### config.mk
export PLATFORM = sky130hd
export DESIGN_NAME = pcie_ib_loader
export DESIGN_NICKNAME = d
export VERILOG_FILES = /design/src/rtl/pcie_ib_loader_pkg.sv /design/src/rtl/pcie_ib_loader_ch.sv /design/src/rtl/pcie_ib_loader.sv
export SDC_FILE = /design/constraint.sdc
export NUM_CORES = 1
export LEC_CHECK = 0
export CAP_MARGIN = 20
export CORE_MARGIN = 1.5
export CORE_UTILIZATION = 43
export CTS_BUF_LIST = sky130_fd_sc_hd__clkbuf_8
export DETAILED_ROUTE_END_ITERATION = 6
export HOLD_SLACK_MARGIN = 0.03
export PLACE_DENSITY = 0.8
export SYNTH_ARGS = -nofsm -noshare
export SYNTH_HDL_FRONTEND = slang
export SYNTH_SLANG_ARGS = --single-unit
export TNS_END_PERCENT = 20
### constraint.sdc
create_clock -name clk -period 2.5 [get_ports clk]
set_clock_uncertainty 0.05 [all_clocks]
set_input_delay 0.375 -clock clk [delete_from_list [all_inputs] [get_ports clk]]
set_output_delay 0.375 -clock clk [all_outputs]
set_load 0.03 [all_outputs]
### src/rtl/pcie_ib_loader_pkg.sv
// Shared types and constants for the PCIe inbound loader.
// The optional per-channel statistics are enabled by defining PCIE_IB_LOADER_STATS_EN.
package pcie_ib_loader_pkg;

    localparam int CH_NUM     = 8;
    localparam int CH_W       = $clog2(CH_NUM);
    localparam int BUF_BEATS  = 64;
    localparam int BEAT_BYTES = 16;
    localparam int PTR_W      = 7;
    localparam int CNT_W      = 16;
    localparam logic [31:0] BASE_ADDR = 32'h0000_0000;

    typedef enum logic [1:0] {
        IDLE  = 2'd0,
        FILL  = 2'd1,
        DONE  = 2'd2,
        READY = 2'd3
    } ch_state_e;

    typedef struct packed {
        ch_state_e        state;
        logic [PTR_W-1:0] wr_ptr;
        logic             err;
    } ch_ctx_t;

    // Byte address of beat 'ptr' inside channel slot 'ch'; wraps modulo 2^32.
    function automatic logic [31:0] slot_addr(input logic [31:0]      base,
                                              input logic [CH_W-1:0]  ch,
                                              input logic [PTR_W-1:0] ptr,
                                              input int               buf_beats);
        logic [31:0] stride;
        stride = 32'(buf_beats * BEAT_BYTES);
        return base + (32'(ch) * stride) + (32'(ptr) * 32'(BEAT_BYTES));
    endfunction

endpackage

### src/rtl/pcie_ib_loader_ch.sv
// One channel slot: fill / handoff / free state machine with its write pointer and overflow flag.
module pcie_ib_loader_ch
    import pcie_ib_loader_pkg::*;
#(
    parameter int PTR_LIMIT = BUF_BEATS
) (
    input  logic             clk,
    input  logic             rst,
    input  logic             accept,
    input  logic             last,
    input  logic             ack,
    output ch_state_e        state,
    output logic [PTR_W-1:0] ptr,
    output logic             err,
    output logic             valid
);

    ch_ctx_t ctx_r;
    ch_ctx_t ctx_nxt_s;

    // Channel context register.
    always_ff @(posedge clk) begin
        if (rst) begin
            ctx_r.state  <= IDLE;
            ctx_r.wr_ptr <= 7'd0;
            ctx_r.err    <= 1'b0;
        end else begin
            ctx_r <= ctx_nxt_s;
        end
    end

    // Next-state logic; a beat arriving on a full slot only marks the overflow.
    always_comb begin
        ctx_nxt_s = ctx_r;
        case (ctx_r.state)
            IDLE, FILL: begin
                if (accept) begin
                    if (ctx_r.wr_ptr == PTR_W'(PTR_LIMIT)) begin
                        ctx_nxt_s.err = 1'b1;
                    end else begin
                        ctx_nxt_s.wr_ptr = ctx_r.wr_ptr + 7'd1;
                    end
                    if (last) begin
                        ctx_nxt_s.state = DONE;
                    end else begin
                        ctx_nxt_s.state = FILL;
                    end
                end else begin
                    ctx_nxt_s.state = ctx_r.state;
                end
            end
            DONE: begin
                ctx_nxt_s.state = READY;
            end
            READY: begin
                if (ack) begin
                    ctx_nxt_s.state  = IDLE;
                    ctx_nxt_s.wr_ptr = 7'd0;
                    ctx_nxt_s.err    = 1'b0;
                end else begin
                    ctx_nxt_s.state = READY;
                end
            end
            default: begin
                ctx_nxt_s.state  = IDLE;
                ctx_nxt_s.wr_ptr = 7'd0;
                ctx_nxt_s.err    = 1'b0;
            end
        endcase
    end

    assign state = ctx_r.state;
    assign ptr   = ctx_r.wr_ptr;
    assign err   = ctx_r.err;
    assign valid = (ctx_r.state == READY);

endmodule

### src/rtl/pcie_ib_loader.sv
// Inbound PCIe beat loader feeding per-channel slots of the crypto packet buffer.
// Define PCIE_IB_LOADER_STATS_EN to add per-channel release and overflow counters.
module pcie_ib_loader
    import pcie_ib_loader_pkg::*;
#(
    parameter int          SLOT_BEATS = BUF_BEATS,
    parameter logic [31:0] SLOT_BASE  = BASE_ADDR
) (
    input  logic                        clk,
    input  logic                        rst,
    input  logic                        s_valid,
    output logic                        s_ready,
    input  logic [CH_W-1:0]             s_chan,
    input  logic [127:0]                s_data,
    input  logic                        s_last,
    output logic                        mem_wr_en,
    output logic [31:0]                 mem_wr_addr,
    output logic [127:0]                mem_wr_data,
    output logic [CH_NUM-1:0]           ib_pcie_valid,
    input  logic [CH_NUM-1:0]           ib_ipsec_valid,
    output logic [CH_NUM-1:0][PTR_W-1:0] ib_len,
    output logic [CH_NUM-1:0]           ib_err
`ifdef PCIE_IB_LOADER_STATS_EN
    ,
    output logic [CH_NUM-1:0][CNT_W-1:0] pkt_cnt,
    output logic [CH_NUM-1:0][CNT_W-1:0] ovf_cnt
`endif
);

    ch_state_e                  state_s [CH_NUM];
    logic [CH_NUM-1:0][PTR_W-1:0] ptr_s;
    logic [CH_NUM-1:0]          err_s;
    logic [CH_NUM-1:0]          valid_s;
    logic [CH_NUM-1:0]          accept_s;
    ch_state_e                  sel_state_s;
    logic [PTR_W-1:0]           sel_ptr_s;
    logic                       beat_acc_s;
    logic                       wr_ok_s;

    assign sel_state_s = state_s[s_chan];
    assign sel_ptr_s   = ptr_s[s_chan];
    assign s_ready     = !rst && ((sel_state_s == IDLE) || (sel_state_s == FILL));
    assign beat_acc_s  = s_valid && s_ready;
    // Beats landing on a saturated pointer are swallowed, not written.
    assign wr_ok_s     = beat_acc_s && (sel_ptr_s != PTR_W'(SLOT_BEATS));

    genvar g;
    generate
        for (g = 0; g < CH_NUM; g++) begin : g_ch
            assign accept_s[g] = beat_acc_s && (s_chan == CH_W'(g));

            pcie_ib_loader_ch #(
                .PTR_LIMIT (SLOT_BEATS)
            ) u_ch (
                .clk    (clk),
                .rst    (rst),
                .accept (accept_s[g]),
                .last   (s_last),
                .ack    (ib_ipsec_valid[g]),
                .state  (state_s[g]),
                .ptr    (ptr_s[g]),
                .err    (err_s[g]),
                .valid  (valid_s[g])
            );

            assign ib_pcie_valid[g] = valid_s[g];
            assign ib_len[g]        = valid_s[g] ? ptr_s[g] : 7'd0;
            assign ib_err[g]        = valid_s[g] && err_s[g];

`ifdef PCIE_IB_LOADER_STATS_EN
            // Release and overflow-release counters for this channel.
            always_ff @(posedge clk) begin
                if (rst) begin
                    pkt_cnt[g] <= 16'd0;
                    ovf_cnt[g] <= 16'd0;
                end else if (valid_s[g] && ib_ipsec_valid[g]) begin
                    pkt_cnt[g] <= pkt_cnt[g] + 16'd1;
                    if (err_s[g]) begin
                        ovf_cnt[g] <= ovf_cnt[g] + 16'd1;
                    end
                end
            end
`endif
        end
    endgenerate

    // Registered buffer write port, one cycle behind the accepted beat.
    always_ff @(posedge clk) begin
        if (rst) begin
            mem_wr_en   <= 1'b0;
            mem_wr_addr <= 32'h0000_0000;
            mem_wr_data <= 128'd0;
        end else begin
            mem_wr_en <= wr_ok_s;
            if (wr_ok_s) begin
                mem_wr_addr <= slot_addr(SLOT_BASE, s_chan, sel_ptr_s, SLOT_BEATS);
                mem_wr_data <= s_data;
            end
        end
    end

endmodule

==> qor.yml, run 1 <==
run_status:
  run_status: "completed"
detailed_routing:
  drt-initial-drc-count: 607
  drtPass1Iterations: 5
  ant_nets: 0
  via_count: 9306
  wl_per_cell_um: 17.8
  drt-total-wl_um: 33000
  drc: 0
  vias_per_cell: 5.03
power_and_ir_drop:
  ir_drop_uv: 487
  power_density_nw_per_um2: 545
  p_leak_nw: 7.19
sta:
  drv_slew: 0
  slew_headroom_pct: 57.5
  hold_slack_ns: 0.369
  rsz0062_at_grt: "no"
  setup_viol: 0
  period_needed_ns: 2.43
  period_share_pct: 97.1
  finalHoldViolations: 0
  fmax_mhz: 412
  worst_pin_slew_ns: 0.635
clock_tree:
  clockBufferDepth: 3
  root_buffer: "clkbuf_8"
  clk_pin_slew_ns: 0.06
  cts_made_buffers: 40
  tritoncts: "done"
  htree_num_levels: 2
  insertion_delay_ns: 0.51
  clock-sinks: 219
critical_path:
  cpMaxStageDelayCell: "mux4_2"
  critPathKind: "flip-flop to output pin"
  reg2reg_depth: 8
  crit_fanout: 2
  crit_path_end: "s_ready"
  required_ns: 2.08
  critPathLaunchType: "flip-flop"
  r2r_slack_ns: 0.08
  arrival_ns: 2.00
  rr_startpoint: "g_ch[6].u_ch.ptr[4]"
  path_cells: "mux4_2 > mux2_4 > buf_4 > nor2_2 > buf_6"
  endpoint_kind: "output pin"
  rr_endpoint: "mem_wr_data[39]"
  crit_start: "g_ch[6].u_ch.state[1]"
  cpPeakStageDelay_ns: 0.50
synth:
  avgSynthCellArea_um2: 10.4
  synthArstFlopShare_pct: 0
  synth_seq_cells: 219
  syn-cell-area_um2: 10900
  yosysUniqueCellTypes: 55
  synthFlopType: "dfxtp_1"
  netlist.area_leader.share_pct: 40.4
  synth_area_leaders: "dfxtp_1 (40%), mux2_4 (17%), nor2b_1 (7.8%)"
  synth_top_cell_by_area: "dfxtp_1"
  syn_inst: 1048
  synth_edf_count: 0
  ys_seq_area_share_pct: 40.4
  yosys.cell_count.top_type: "dfxtp_1"
  synth_common_cells: "dfxtp_1 (219), nor2b_1 (136), mux2_4 (123)"
  yosysWarnings: 0
final_layout:
  finalNetCount: 1661
  antenna_cells: 0
  fillers: 1904
  stdcell_area_um2: 16200
  fin_cells: 1851
  drive_gt1_share_pct: 22.0
  area_delta_synth_final_pct: 49.2
  multi_input_area_um2: 5920
  area.sequential_um2: 4380
floorplanning:
  die_h_um: 162
  core-area_um2: 24500
  initial_core_util_pct: 44.3
  die-area_um2: 26200
  rows: 57
  ios: 377
  die_w_um: 162
placed_design:
  place_area_um2: 15300
  port_buffers: 354
  place_inst: 1774
  dp_hpwl_um: 24300
  gp_congestion: 0.896
job:
  drv_cap: 0
global_routing:
  grt.overflow.total: 0
  grt_pass1_wl_um: 50900
  grt_pass1_vias: 9358
  grt.total_usage_pct: 24.4
  grt_max_degree: 61
  antenna_found_initial: 0
min_path:
  hold_path_class: "input port to flip-flop"
area by class of cell:
type	instances	share of cell area, %
multi-input cells	736	36.5
repair buffers	478	28.4
inverters	25	0.579
clock buffers	50	4.25
well taps	324	2.50
clock inverters	19	0.618
flip-flops and latches	219	27.1
layout by cell type, fill, tap and decap left out, types with 3 or more instances in the layout:
cell	netlist	final
conb_1	1	22
mux2_1	7	7
and2_1	9	9
clkdlybuf4s50_1	0	350
xor2_1	34	34
a32o_1	5	5
clkbuf_8	0	50
nand4_1	25	25
and3_1	72	72
nor3_1	11	11
mux2_4	123	124
a211oi_1	5	5
nand3_1	13	13
buf_12	0	7
xnor2_1	11	11
a31oi_1	7	7
mux2i_1	5	5
nand2b_1	5	5
dfxtp_1	219	219
nor2b_1	136	136
nor4b_1	3	3
buf_4	30	115
nand2_1	34	34
o31ai_1	3	3
ha_1	18	18
mux4_2	17	17
a21oi_1	26	24
inv_1	24	40
a21o_1	6	5
nor2_1	105	104
mux2_2	6	5
routing by layer:
metal,vias to the layer above,GRT usage [%],wire (µm)
met5,-,0,0
met4,0,8.17,1010
met2,366,41.3,15800
met1,4432,30.4,13500
met3,65,6.23,2650
li1,4443,-,-
stage by stage:
stage | setup TNS (ns) | utilization (%) | setup WS [ns] | total power [mW]
4_1_cts | 0 | 66.0 | 0.0307 | 8.90
2_1_floorplan | -11.05 | - | -0.0929 | 4.79
5_1_grt | 0 | 66.0 | 0.00464 | 9.16
3_5_place_dp | -106.59 | 62.2 | -0.735 | 5.49
3_3_place_gp | -102.31 | 62.2 | -0.711 | 5.46
6_report | 0 | 66.0 | 0.0727 | 8.84
worst max-delay path: cells and delay by family (launching register included):
family,cells,cell delay (ns)
muxes,2,0.78
and+or+nand+nor,1,0.09
buffers and inverters,2,0.28
DFF,1,0.34
where the power goes:
group	switching, mW	leakage [nW]	internal (mW)
clock	1.49	0.467	1.89
combinational	0.797	4.93	0.884
sequential	0.104	1.80	3.67
cell families (layout without fill, tap and decap cells):
family | after synthesis | count (layout) | synth area share [%]
xor gates and xnor gates | 45 | 45 | 3.63
and+or+nand+nor | 424 | 424 | 21.2
other | 1 | 22 | 0.0345
DFF | 219 | 219 | 40.4
buffers and inverters | 115 | 572 | 6.18
adders and majority gates | 18 | 18 | 2.07
AOI/OAI and AO/OA | 68 | 69 | 4.19
muxes | 158 | 158 | 22.3
worst min path at each step:
stage / startpoint / cells past startpoint / end
after detailed placement: g_ch[0].u_ch.err / 2 / g_ch[0].u_ch.err
final: rst / 3 / g_ch[1].u_ch.err
after floorplan: g_ch[0].u_ch.err / 2 / g_ch[0].u_ch.err
after global placement: g_ch[0].u_ch.err / 2 / g_ch[0].u_ch.err
after CTS: rst / 3 / g_ch[1].u_ch.err
after global routing: rst / 3 / g_ch[1].u_ch.err
registers in the layout, summed over array words and instances (netlist names):
signal	cells
mem_wr_data	128
g_ch.u_ch.ptr	56
g_ch.u_ch.state	16
mem_wr_addr	10
g_ch.u_ch.err	8
mem_wr_en	1
what timing repair did:
action | CTS | global route
pin swaps | 0 | 0
resized for setup | 4 | 9
setup endpoints to repair | 134 | 126
buffers inserted | 5 | 0
hold buffers | 0 | 0
gates cloned | 3 | 0
No activity file was read; power rests on OpenSTA's default activity.
==> inputs of run 2 (changes only) <==
--- a/config.mk
+++ b/config.mk
@@ -7,11 +7,12 @@
 export LEC_CHECK = 0
 export CAP_MARGIN = 20
 export CORE_MARGIN = 1.5
-export CORE_UTILIZATION = 43
+export CORE_UTILIZATION = 47
 export CTS_BUF_LIST = sky130_fd_sc_hd__clkbuf_8
 export DETAILED_ROUTE_END_ITERATION = 6
 export HOLD_SLACK_MARGIN = 0.03
-export PLACE_DENSITY = 0.8
+export PLACE_DENSITY = 0.83
+export REMOVE_ABC_BUFFERS = 1
 export SYNTH_ARGS = -nofsm -noshare
 export SYNTH_HDL_FRONTEND = slang
 export SYNTH_SLANG_ARGS = --single-unit
==> constraint.sdc (replaced) <==
create_clock -name clk -period 2.32 [get_ports clk]
set_clock_uncertainty 0.05 [all_clocks]
set_input_delay 0.348 -clock clk [delete_from_list [all_inputs] [get_ports clk]]
set_output_delay 0.348 -clock clk [all_outputs]
set_load 0.03 [all_outputs]
==> qor.yml, run 2 (same netlist as run 1, synthesis figures left out) <==
run_status:
  run_status: "complete, but fails checks"
  violations: "negative setup slack"
clock_tree:
  clockBufferDepth: 3
  cts_made_buffers: 38
  root_buffer: "clkbuf_8"
  tritoncts: "done"
  clk_pin_slew_ns: 0.06
  clock-sinks: 219
  hold_buffers: 0
  htree_num_levels: 2
  insertion_delay_ns: 0.53
critical_path:
  critical_path.top_delay_family: "multiplexers"
  cpPeakStageDelay_ns: 0.49
  critPathLaunchType: "flip-flop"
  cpMaxStageDelayCell: "mux4_2"
  cp_num_buf_inv: 2
  reg2reg_depth: 7
  r2r_slack_ns: -0.12
  cp.depth: 5
  arrival_ns: 2.04
  rr_endpoint: "mem_wr_data[9]"
  critPathKind: "flip-flop to output pin"
  crit_path_end: "s_ready"
  crit_start: "g_ch[2].u_ch.state[1]"
  crit_fanout: 2
  endpoint_kind: "output pin"
  path_cells: "mux4_2 > mux2_4 > buf_4 > nor2_4 > buf_6"
  required_ns: 1.92
  rr_startpoint: "g_ch[2].u_ch.state[1]"
placed_design:
  dp_slack_ns: -0.912
  port_buffers: 354
  place_area_um2: 15200
  dp_hpwl_um: 25000
  gp_congestion: 0.915
sta:
  slew_headroom_pct: 59.0
  period_needed_ns: 2.44
  rsz0062_at_grt: "yes"
  hold_slack_ns: 0.290
  setup_viol: 88
  drv_slew: 0
  period_share_pct: 105
  fmax_mhz: 410
  timing.final.ws_setup_ns: -0.120
  worst_pin_slew_ns: 0.616
  finalHoldViolations: 0
global_routing:
  antenna_found_initial: 0
  grt_max_degree: 133
  grt.overflow.total: 0
  grt.total_usage_pct: 28.8
  grt_pass1_vias: 9988
  grt_pass1_wl_um: 54100
final_layout:
  fillers: 1478
  final_common_cell: "clkdlybuf4s50_1"
  final_cell_mix: "clkdlybuf4s50_1 (284), dfxtp_1 (209), nor2b_1 (135)"
  top_register: "mem_wr_data"
  largest_register_ffs: 128
  area_delta_synth_final_pct: 52.6
  drive_gt1_share_pct: 24.0
  antenna_cells: 0
  stdcell_area_um2: 16600
  multi_input_area_um2: 5980
  fin_util_pct: 73.2
  finalNetCount: 1672
  area.sequential_um2: 4400
power_and_ir_drop:
  p_leak_nw: 8.26
  power_density_nw_per_um2: 574
  ir_drop_uv: 385
  power.total_mw: 9.52
detailed_routing:
  vias_per_cell: 5.30
  drt-initial-drc-count: 534
  drc: 0
  drtPass1Iterations: 5
  ant_nets: 0
  drt-total-wl_um: 36800
  via_count: 9677
  wl_per_cell_um: 20.2
floorplanning:
  rows: 55
  initial_core_util_pct: 48.0
  die-area_um2: 24000
  die_w_um: 155
  core-area_um2: 22600
  ios: 377
  die_h_um: 155
min_path:
  hold_path_class: "input port to flip-flop"
job:
  drv_cap: 0
run 2: report_power, final:
group	total (mW)	internal (mW)	switching, mW
Sequential	4.07	3.95	0.119
Combinational	1.91	1.01	0.908
Clock	3.53	1.89	1.64
Total	9.52	6.85	2.67
run 2: routing by layer:
metal	GRT usage, %	up-vias	wire length, µm
li1	-	4473	-
met1	32.3	4591	13600
met2	50.2	484	18300
met3	7.74	129	2940
met4	15.0	0	1910
met5	0	-	0
run 2: per-stage QoR:
stage               cells  TNS [ns]
finish               1825     -7.31
global route         1825    -12.35
CTS                  1819     -5.47
detailed placement   1736   -138.14
global placement     1736   -128.87
floorplan             979   -544.19
run 2: how the worst min path moves through the flow:
stage | start | endpoint | slack, ns | cells past startpoint
after floorplan | rst | g_ch[0].u_ch.err | 0.37 | 1
after global placement | g_ch[0].u_ch.err | g_ch[0].u_ch.err | 0.39 | 2
after detailed placement | g_ch[0].u_ch.err | g_ch[0].u_ch.err | 0.40 | 2
after CTS | rst | g_ch[7].u_ch.ptr[0] | 0.27 | 3
after global routing | rst | g_ch[7].u_ch.ptr[1] | 0.27 | 3
final | rst | g_ch[7].u_ch.ptr[1] | 0.29 | 3
run 2: area by class of cell:
type                            instances  area share (%)
Timing Repair Buffer                  491            30.1
Clock buffer                           49            4.07
Clock inverter                         20           0.498
Inverter                               25           0.566
Tap cell                              285            2.15
Sequential cell                       219            26.5
Multi-Input combinational cell        736            36.1
run 2: timing repair:
item | CTS | global route
buffers inserted | 7 | 2
pin swaps | 4 | 2
cloned | 7 | 4
gates resized for setup | 55 | 62
endpoints found under the setup margin | 169 | 175
run 2: worst register-to-register path: cells and delay by family (launching register included):
family	cells	cell delay (ns)
buffers and inverters	2	0.34
muxes	3	1.08
DFF	1	0.35
and+or+nand+nor	1	0.26
AOI/OAI and AO/OA	1	0.25
